==> config.mk <==
export PLATFORM = sky130hd
export DESIGN_NAME = ft2232h_tx_fifo
export DESIGN_NICKNAME = d
export VERILOG_FILES = /design/src/rtl/ft2232h_tx_fifo.sv
export SDC_FILE = /design/constraint.sdc
export NUM_CORES = 1
export LEC_CHECK = 0
export ABC_AREA = 1
export CAP_MARGIN = 5
export CORE_MARGIN = 5
export CORE_UTILIZATION = 67
export CTS_CLUSTER_DIAMETER = 100
export DETAILED_ROUTE_END_ITERATION = 10
export GPL_ROUTABILITY_DRIVEN = 1
export PLACE_DENSITY = 0.87
export SYNTH_ARGS = -nofsm -noshare
export SYNTH_HDL_FRONTEND = slang
export SYNTH_SLANG_ARGS = --single-unit
==> constraint.sdc <==
create_clock -name clk -period 5.1 [get_ports clk]
set_clock_uncertainty 0.15 [all_clocks]
set_input_delay 1.02 -clock clk [delete_from_list [all_inputs] [get_ports clk]]
set_output_delay 1.02 -clock clk [all_outputs]
set_load 0.05 [all_outputs]
==> src/rtl/ft2232h_tx_fifo.sv <==
// ft2232h_tx_fifo
// Transmit path for the FT2232H in synchronous 245 FIFO mode. Words from a
// valid/ready source are buffered in a DEPTH-word FIFO and serialised
// LSB-byte-first onto the FTDI bus under TXE#/WR# flow control, at up to one
// byte per clk. An idle timer pulses SIWU# so the FTDI flushes a partial
// packet to the host once the stream goes quiet.
//
// state   | meaning
// --------+------------------------------------------------------------
// TX_IDLE | output register empty, wr_n high, data_out holds last byte
// TX_SEND | data_out holds a byte, wr_n low, waiting for txe_n low

module ft2232h_tx_fifo #(
  parameter int DATA_WIDTH = 32,
  parameter int DEPTH      = 16,
  parameter int SIWU_IDLE  = 8
) (
  input  logic                    clk,
  input  logic                    reset_n,
  input  logic                    s_valid,
  input  logic [DATA_WIDTH-1:0]   s_data,
  output logic                    s_ready,
  input  logic                    txe_n,
  output logic                    wr_n,
  output logic [7:0]              data_out,
  output logic                    siwu_n,
  output logic [$clog2(DEPTH):0]  level,
  output logic                    busy
);

  localparam int AW    = $clog2(DEPTH);
  localparam int BYTES = DATA_WIDTH / 8;
  localparam int IW    = (BYTES > 1) ? $clog2(BYTES) : 1;

  localparam logic [IW-1:0] LAST_IDX   = IW'(BYTES - 1);
  localparam logic [AW:0]   FULL_LEVEL = (AW+1)'(DEPTH);

  typedef enum logic {
    TX_IDLE = 1'b0,
    TX_SEND = 1'b1
  } tx_state_t;

  tx_state_t state_q;
  tx_state_t state_d;

  logic [DATA_WIDTH-1:0] mem [DEPTH];
  logic [AW:0]           wr_ptr_q;
  logic [AW:0]           rd_ptr_q;
  logic [AW:0]           wr_ptr_d;
  logic [AW:0]           rd_ptr_d;
  logic [AW:0]           level_d;
  logic                  s_ready_q;

  logic [DATA_WIDTH-1:0] head;
  logic [DATA_WIDTH-1:0] ser_q;
  logic [IW-1:0]         idx_q;
  logic [7:0]            data_q;

  logic push;
  logic pop;
  logic shift;
  logic xfer;
  logic out_free;
  logic fifo_empty;
  logic more_bytes;

  assign push       = s_valid && s_ready_q;
  assign xfer       = (state_q == TX_SEND) && !txe_n;
  assign out_free   = (state_q == TX_IDLE) || xfer;
  assign fifo_empty = (wr_ptr_q == rd_ptr_q);
  // A word sits in the serialiser only while TX_SEND; the last byte is at LAST_IDX.
  assign more_bytes = (state_q == TX_SEND) && (idx_q != LAST_IDX);
  assign head       = mem[rd_ptr_q[AW-1:0]];

  assign wr_ptr_d = wr_ptr_q + {{AW{1'b0}}, push};
  assign rd_ptr_d = rd_ptr_q + {{AW{1'b0}}, pop};
  assign level_d  = wr_ptr_d - rd_ptr_d;

  assign s_ready  = s_ready_q;
  assign wr_n     = (state_q == TX_IDLE);
  assign data_out = data_q;
  assign level    = wr_ptr_q - rd_ptr_q;
  assign busy     = !fifo_empty || (state_q == TX_SEND);

  // Transmit state register.
  always_ff @(posedge clk) begin
    if (!reset_n) begin
      state_q <= TX_IDLE;
    end else begin
      state_q <= state_d;
    end
  end

  // Next-state: finish the current word first, then pull the next one from
  // the FIFO in the same cycle so back-to-back words have no bubble.
  always_comb begin
    state_d = state_q;
    pop     = 1'b0;
    shift   = 1'b0;
    if (out_free) begin
      if (more_bytes) begin
        shift   = 1'b1;
        state_d = TX_SEND;
      end else if (!fifo_empty) begin
        pop     = 1'b1;
        state_d = TX_SEND;
      end else begin
        state_d = TX_IDLE;
      end
    end
  end

  // FIFO storage; contents need no reset since the pointers define validity.
  always_ff @(posedge clk) begin
    if (push) begin
      mem[wr_ptr_q[AW-1:0]] <= s_data;
    end
  end

  // FIFO pointers and registered ready (no write-through when full).
  always_ff @(posedge clk) begin
    if (!reset_n) begin
      wr_ptr_q  <= '0;
      rd_ptr_q  <= '0;
      s_ready_q <= 1'b0;
    end else begin
      wr_ptr_q  <= wr_ptr_d;
      rd_ptr_q  <= rd_ptr_d;
      s_ready_q <= (level_d != FULL_LEVEL);
    end
  end

  // Serialiser: latch a popped word and shift it out one byte per free slot.
  always_ff @(posedge clk) begin
    if (!reset_n) begin
      data_q <= 8'h00;
      ser_q  <= '0;
      idx_q  <= '0;
    end else if (pop) begin
      data_q <= head[7:0];
      ser_q  <= head >> 8;
      idx_q  <= '0;
    end else if (shift) begin
      data_q <= ser_q[7:0];
      ser_q  <= ser_q >> 8;
      idx_q  <= idx_q + 1'b1;
    end
  end

  generate
    if (SIWU_IDLE > 0) begin : g_siwu
      localparam int CW = $clog2(SIWU_IDLE + 1);
      localparam logic [CW-1:0] CNT_LOAD = CW'(SIWU_IDLE);
      localparam logic [CW-1:0] CNT_LAST = CW'(1);

      logic          armed_q;
      logic [CW-1:0] cnt_q;
      logic          siwu_q;

      // Idle down-counter: armed by any delivered byte, reloaded by traffic,
      // fires one low cycle on the SIWU_IDLE-th idle clock, then disarms.
      always_ff @(posedge clk) begin
        if (!reset_n) begin
          armed_q <= 1'b0;
          cnt_q   <= CNT_LOAD;
          siwu_q  <= 1'b1;
        end else begin
          siwu_q <= 1'b1;
          if (xfer) begin
            armed_q <= 1'b1;
          end
          if (push || busy) begin
            cnt_q <= CNT_LOAD;
          end else if (armed_q) begin
            if (cnt_q == CNT_LAST) begin
              siwu_q  <= 1'b0;
              armed_q <= 1'b0;
              cnt_q   <= CNT_LOAD;
            end else begin
              cnt_q <= cnt_q - 1'b1;
            end
          end
        end
      end

      assign siwu_n = siwu_q;
    end else begin : g_no_siwu
      assign siwu_n = 1'b1;
    end
  endgenerate

endmodule

==> results_dict.tcl <==
set metrics [dict create \
    status "finished, final reports clean" \
    syn_nets 2260 \
    antenna_found_initial 0 \
    cts_root_buf "clkbuf_16" \
    register_area_mm2 0.01642 \
    path_buf_inv 2 \
    synth_common_cells "737 x nand2_1, 512 x edfxtp_1, 262 x nand3_1, 175 x inv_1, 163 x nor2_1" \
    peakVddDrop_mv 0.6318 \
    fmax_ghz 0.2352 \
    clk_pin_slew_ns 0.06 \
    synthCells 2208 \
    die_h_um 197.5 \
    die_area_mm2 0.03901 \
    worstMarginPinSlew_ns 1.470 \
    hold_path_class "flip-flop to flip-flop" \
    power_density_mw_per_mm2 469.1 \
    start_kind "flip-flop" \
    io_pins 53 \
    setup_viol 0 \
    clockBufferDepth 3 \
    timing.critical_path.to_type "output pin" \
    synth_most_common_cell "nand2_1" \
    drv_cap 0 \
    design_area_mm2 0.02603 \
    drtIter0Drc 2301 \
    multi_input_area_mm2 0.005982 \
    crit_arrival_ns 3.08 \
    synth_top_area_cell "edfxtp_1" \
    rsz0062_at_grt "false" \
    hpwl_mm 33.93 \
    synth_warnings 0 \
    worstPathMaxFanout 34 \
    tns_ns 0 \
    p_leak_nw 10.07 \
    placed_cell_area_mm2 0.02430 \
    grt_pass1_vias 16340 \
    critPathMaxStageDelay_ns 0.82 \
    fillers 2060 \
    fin_crit_ns 4.252 \
    power_w 0.01221 \
    worstPathCellList "inv_2, ha_1, nand2_1, nor2_2, nand3_1, clkdlybuf4s50_1" \
    ys_ff_latch 564 \
    drt_first_pass_iters 6 \
    crit_type "flip-flop to output pin" \
    synth.avg_cell_area_um2 10.67 \
    cp.required_ns 3.93 \
    async_flop_share_pct 0 \
    ys_seq_area_share_pct 69.69 \
    die_w_um 197.5 \
    critical-path-top-delay-family "buffers and inverters" \
    grt_pass1_wl_mm 91.25 \
    io_buffers 52 \
    ys_types 30 \
    wirelength_mm 59.31 \
    via_per_inst 6.093 \
    syn_to_final_growth_pct 10.50 \
    drc 0 \
    grtUsageTotal_pct 30.52 \
    ys.flop_type "edfxtp_1" \
    synth_area_leaders "edfxtp_1 65%, nand2_1 12%, nand3_1 5.6%" \
    fin_crit_sh_pct 83.38 \
    synth_edf_count 512 \
    layout-drive-gt1-share_pct 5.716 \
    overflow 0 \
    slew_viol_final 0 \
    cts_num_sinks 564 \
    vias 16530 \
    cp.depth 6 \
    diodes 0 \
    hold_viol 0 \
    relSlewSlack_pct 1.993 \
    drtAntennaViolNets 0 \
    rows 68 \
    place_congestion 0.9156 \
    holdPathStages 2 \
    post-synth-top-area-fraction_pct 65.27 \
    start_util_pct 68.02 \
    grt_max_degree 257 \
    critPathSlowestCell "clkdlybuf4s50_1" \
    cts_made_buffers 54 \
    nets 2264 \
    ctsHtreeMaxLevel 2 \
    cts_setup_buffers 0 \
    clk_latency_ns 0.59 \
    wl_per_cell_um 21.87 \
    hold-worst-slack_ns 0.3162 \
    holdBufCountCts 0 \
    tritoncts "yes" \
    coreArea_mm2 0.03463 \
    netlist_area_mm2 0.02356 \
    ff2ff_path_depth 19 \
    cts.repair.resized 0 \
]
per-stage QoR:
stage	setup slack (ns)	std cells	utilization, %
2_1_floorplan	1.791	2208	-
3_3_place_gp	1.524	2611	70.17
3_5_place_dp	1.447	2611	70.17
4_1_cts	0.8360	2712	75.16
5_1_grt	0.7680	2712	75.16
6_report	0.8476	2712	75.16
kinds of logic (layout without fill, tap and decap cells):
group	count (synthesis)	count (layout)	share of synthesized area [%]
buf+inv	297	346	5.455
xor+xnor	13	13	0.4834
flops	564	564	69.69
fa+ha+maj	16	16	0.8818
simple gates	1176	1176	20.28
compound gates	142	142	3.208
sequential cells by signal, indices dropped and copies added, names as in the netlist:
| register | cells |
|---|---|
| data_out | 8 |
| g_siwu.armed_q | 1 |
| g_siwu.cnt_q | 4 |
| idx_q | 2 |
| mem | 512 |
| rd_ptr_q | 5 |
| s_ready | 1 |
| ser_q | 24 |
| siwu_n | 1 |
| state_q | 1 |
| wr_ptr_q | 5 |
worst min-delay path, delay by kind of cell, from the launching register on:
kind	cells	cell delay, ns
and+or+nand+nor	1	0.06
AOI/OAI and AO/OA	1	0.05
DFF	1	0.31
layer usage:
layer | GRT usage (%) | part of all wire (%) | up-vias
li1 | - | - | 7375
met3 | 6.788 | 12 | 250
met2 | 49.07 | 47 | 1214
met5 | 0 | 0 | -
met4 | 15.97 | 6.1 | 0
met1 | 39.48 | 35 | 7686
power by group:
| part | internal [W] | switching [W] |
|---|---|---|
| Clock | 0.00216 | 0.00170 |
| Sequential | 0.00524 | 0.0000921 |
| Combinational | 0.000821 | 0.00219 |
worst paths after layout:
path,slack [ns],from,endpoint
min,0.32,ser_q[7],ser_q[7]
max,0.85,rd_ptr_q[3],busy
max reg2reg,1.70,rd_ptr_q[3],s_ready
min reg2reg,0.32,ser_q[7],ser_q[7]
cell usage in the layout, fill, tap and decap left out, types with 6 or more instances in the layout:
| cell | count |
|---|---|
| ha_1 | 15 |
| o21ai_0 | 41 |
| clkbuf_1 | 7 |
| buf_4 | 13 |
| clkinvlp_4 | 6 |
| nor2_4 | 18 |
| edfxtp_1 | 512 |
| a21oi_1 | 90 |
| nor2_1 | 146 |
| xnor2_1 | 6 |
| clkbuf_16 | 56 |
| nand3_1 | 262 |
| nand2_1 | 737 |
| clkdlybuf4s50_1 | 50 |
| xor2_1 | 7 |
| dfxtp_1 | 49 |
| o221ai_1 | 7 |
| inv_1 | 174 |
| clkinv_2 | 10 |
| clkinv_1 | 11 |
area by class of cell:
type                    instances  area share [%]
flip-flops and latches        564           63.10
multi-input cells            1347           22.98
clock buffers                  66           5.644
inverters                     180           2.625
repair buffers                 65           2.452
well taps                     455           2.187
clock inverters                35           1.005
Power figures use the tool's default switching activity.
==> edit, RTL diff (config.mk and constraints unchanged) <==
Reset style: asynchronous (`reset_n`), changed in 4 clocked blocks.
--- a/src/rtl/ft2232h_tx_fifo.sv
+++ b/src/rtl/ft2232h_tx_fifo.sv
@@ -85,3 +85,3 @@
   // Transmit state register.
-  always_ff @(posedge clk) begin
+  always_ff @(posedge clk or negedge reset_n) begin
     if (!reset_n) begin
@@ -120,3 +120,3 @@
   // FIFO pointers and registered ready (no write-through when full).
-  always_ff @(posedge clk) begin
+  always_ff @(posedge clk or negedge reset_n) begin
     if (!reset_n) begin
@@ -133,3 +133,3 @@
   // Serialiser: latch a popped word and shift it out one byte per free slot.
-  always_ff @(posedge clk) begin
+  always_ff @(posedge clk or negedge reset_n) begin
     if (!reset_n) begin
@@ -161,3 +161,3 @@
       // fires one low cycle on the SIWU_IDLE-th idle clock, then disarms.
-      always_ff @(posedge clk) begin
+      always_ff @(posedge clk or negedge reset_n) begin
         if (!reset_n) begin
Behaviour: differs if reset_n is asserted again (counterexample within 4 cycles, from zero or initial values and one cycle with reset_n low); with reset_n held inactive, the same outputs for 10 cycles.
==> edit against the unedited design <==
Utilization shrank 0.12 points; setup slack improved by 0.083 ns; highest routed layer unchanged; hold slack is essentially flat; largest cell class unchanged; die area hardly changed; final area is 0.16% lower; via count hardly changed; synthesized area about the same; sequential cell count stayed put; wire length up 2.9%.
Power is not compared: it rests on default switching activity, and its combinational part moved more than twofold at a synthesized area within 25%.
==> edit: results (changes against the unedited design) <==
stage,metric,value,unit,change
layout,final-instance-count-excl-fill,2664,,-1.8%
detailed_routing,wl_met3,9620,µm,+39%
synthesis,async_sr_flop_fraction,0.0922,,+0.0922
global_routing,first_global_vias,15500,,-5.0%
layout,num-fill-cells,2047,,-0.63%
placement,placed_cells,2571,,-1.5%
synthesis,syn_area_per_cell,10.9,µm²,+2.3%
critical_path,ff2ff_path_depth,17,,-2
detailed_routing,routedWlPerCell,22.9,µm,+4.8%
layout,layout.nets,2224,,-1.8%
critical_path,cp_top_family,buffers and inverters,,
global_routing,wire_length_of_the_first_global_routing_pass,91100,µm,-0.18%
critical_path,path_max_fanout,63,,+85%
critical_path,critical-path-max-stage-delay,0.79,ns,-0.03 ns
global_routing,use_met3,0.0907,,+0.0229
global_routing,grt_use_total,0.309,,+0.00411
worst_hold_path,holdPathStages,2,,unchanged
detailed_routing,detail_route.vias_per_cell,6.20,,+1.7%
timing,timing.max_slew.rel_slack,0.00419,,-0.0157
global_routing,gr-usage-met1,0.449,,+0.0543
status,run_status,"complete, no violations",,
placement,gp_congestion,0.881,,-3.8%
synthesis,synth.top_cells.by_count,"sky130_fd_sc_hd__nand2_1 (845), sky130_fd_sc_hd__edfxtp_1 (512), sky130_fd_sc_hd__nand3_1 (294), sky130_fd_sc_hd__inv_1 (124), sky130_fd_sc_hd__nor2_1 (97)",,
critical_path,arrival,3.00,ns,-0.08 ns
placement,place_hpwl,36000,µm,+6.2%
detailed_routing,routed-wl-met2,27900,µm,-0.51%
synthesis,seq_area_frac_synth,0.708,,+0.0112
global_routing,grtUsageMet2,0.472,,-0.0187
detailed_routing,met1Wirelength,21800,µm,+4.8%
detailed_routing,drt-initial-drc-count,3057,,+33%
synthesis,cells_taking_the_most_area_after_synthesis,"sky130_fd_sc_hd__edfxtp_1 (65%), sky130_fd_sc_hd__nand2_1 (13%), sky130_fd_sc_hd__nand3_1 (6.2%)",,
edit: area by class of cell:
cell class / instances / share of cell area
inverters: 131 / 0.0193
well taps: 455 / 0.0219
clock buffers: 68 / 0.0548
flip-flops and latches: 564 / 0.642
repair buffers: 68 / 0.0265
multi-input cells: 1353 / 0.229
clock inverters: 25 / 0.00669
edit: final timing paths:
| path | start | endpoint | slack [ns] |
|---|---|---|---|
| min in group asynchronous | reset_n | wr_ptr_q[4]$_DFF_PN0_ | 0.40 |
| max in group asynchronous | reset_n | rd_ptr_q[1]$_DFF_PN0_ | 3.89 |
| setup reg to reg | rd_ptr_q[1]$_DFF_PN0_ | s_ready$_DFF_PN0_ | 1.38 |
| hold / removal | g_siwu.cnt_q[3]$_DFFE_PN1P_ | g_siwu.cnt_q[3]$_DFFE_PN1P_ | 0.32 |
| hold reg to reg | g_siwu.cnt_q[3]$_DFFE_PN1P_ | g_siwu.cnt_q[3]$_DFFE_PN1P_ | 0.32 |
| setup / recovery | rd_ptr_q[1]$_DFF_PN0_ | level[1] | 0.93 |
edit: kinds of logic (layout without fill, tap and decap cells):
logic type / count (synthesis) / after routing / share of synthesized area
AO/OA/AOI/OAI: 74 / 74 / 0.0159
AND/OR/NAND/NOR: 1251 / 1251 / 0.218
XOR/XNOR: 12 / 12 / 0.00446
adder cells (fa/ha/maj): 16 / 16 / 0.00882
flip-flops: 564 / 564 / 0.708
buffers and inverters: 242 / 292 / 0.0447
edit: worst register-to-register path, cell delays in order, from the launching register on:
cell	delay (ns)
sky130_fd_sc_hd__dfrtp_4	0.41
sky130_fd_sc_hd__clkinv_2	0.40
sky130_fd_sc_hd__ha_1	0.48
sky130_fd_sc_hd__nand2_1	0.08
sky130_fd_sc_hd__inv_1	0.06
sky130_fd_sc_hd__nand2_1	0.06
sky130_fd_sc_hd__nor2_1	0.18
sky130_fd_sc_hd__nor2_2	0.05
sky130_fd_sc_hd__buf_4	0.23
sky130_fd_sc_hd__ha_1	0.23
sky130_fd_sc_hd__ha_1	0.21
sky130_fd_sc_hd__xor2_1	0.19
sky130_fd_sc_hd__inv_1	0.07
sky130_fd_sc_hd__ha_1	0.33
sky130_fd_sc_hd__xnor2_1	0.17
sky130_fd_sc_hd__nand3_1	0.09
sky130_fd_sc_hd__nor2_1	0.12
sky130_fd_sc_hd__nand3_1	0.08
edit: where the power goes:
group          internal (W)  switching, W
combinational       0.00172       0.00459
sequential          0.00570      0.000228
clock               0.00206       0.00163
edit: metrics by stage:
stage / instance area [µm²] / setup WS, ns / utilization
after floorplan: 23600 / 1.69 / -
after global placement: 24400 / 1.25 / 0.704
after detailed placement: 24400 / 1.24 / 0.704
after CTS: 26000 / 0.934 / 0.750
after global routing: 26000 / 0.846 / 0.750
final: 26000 / 0.931 / 0.750
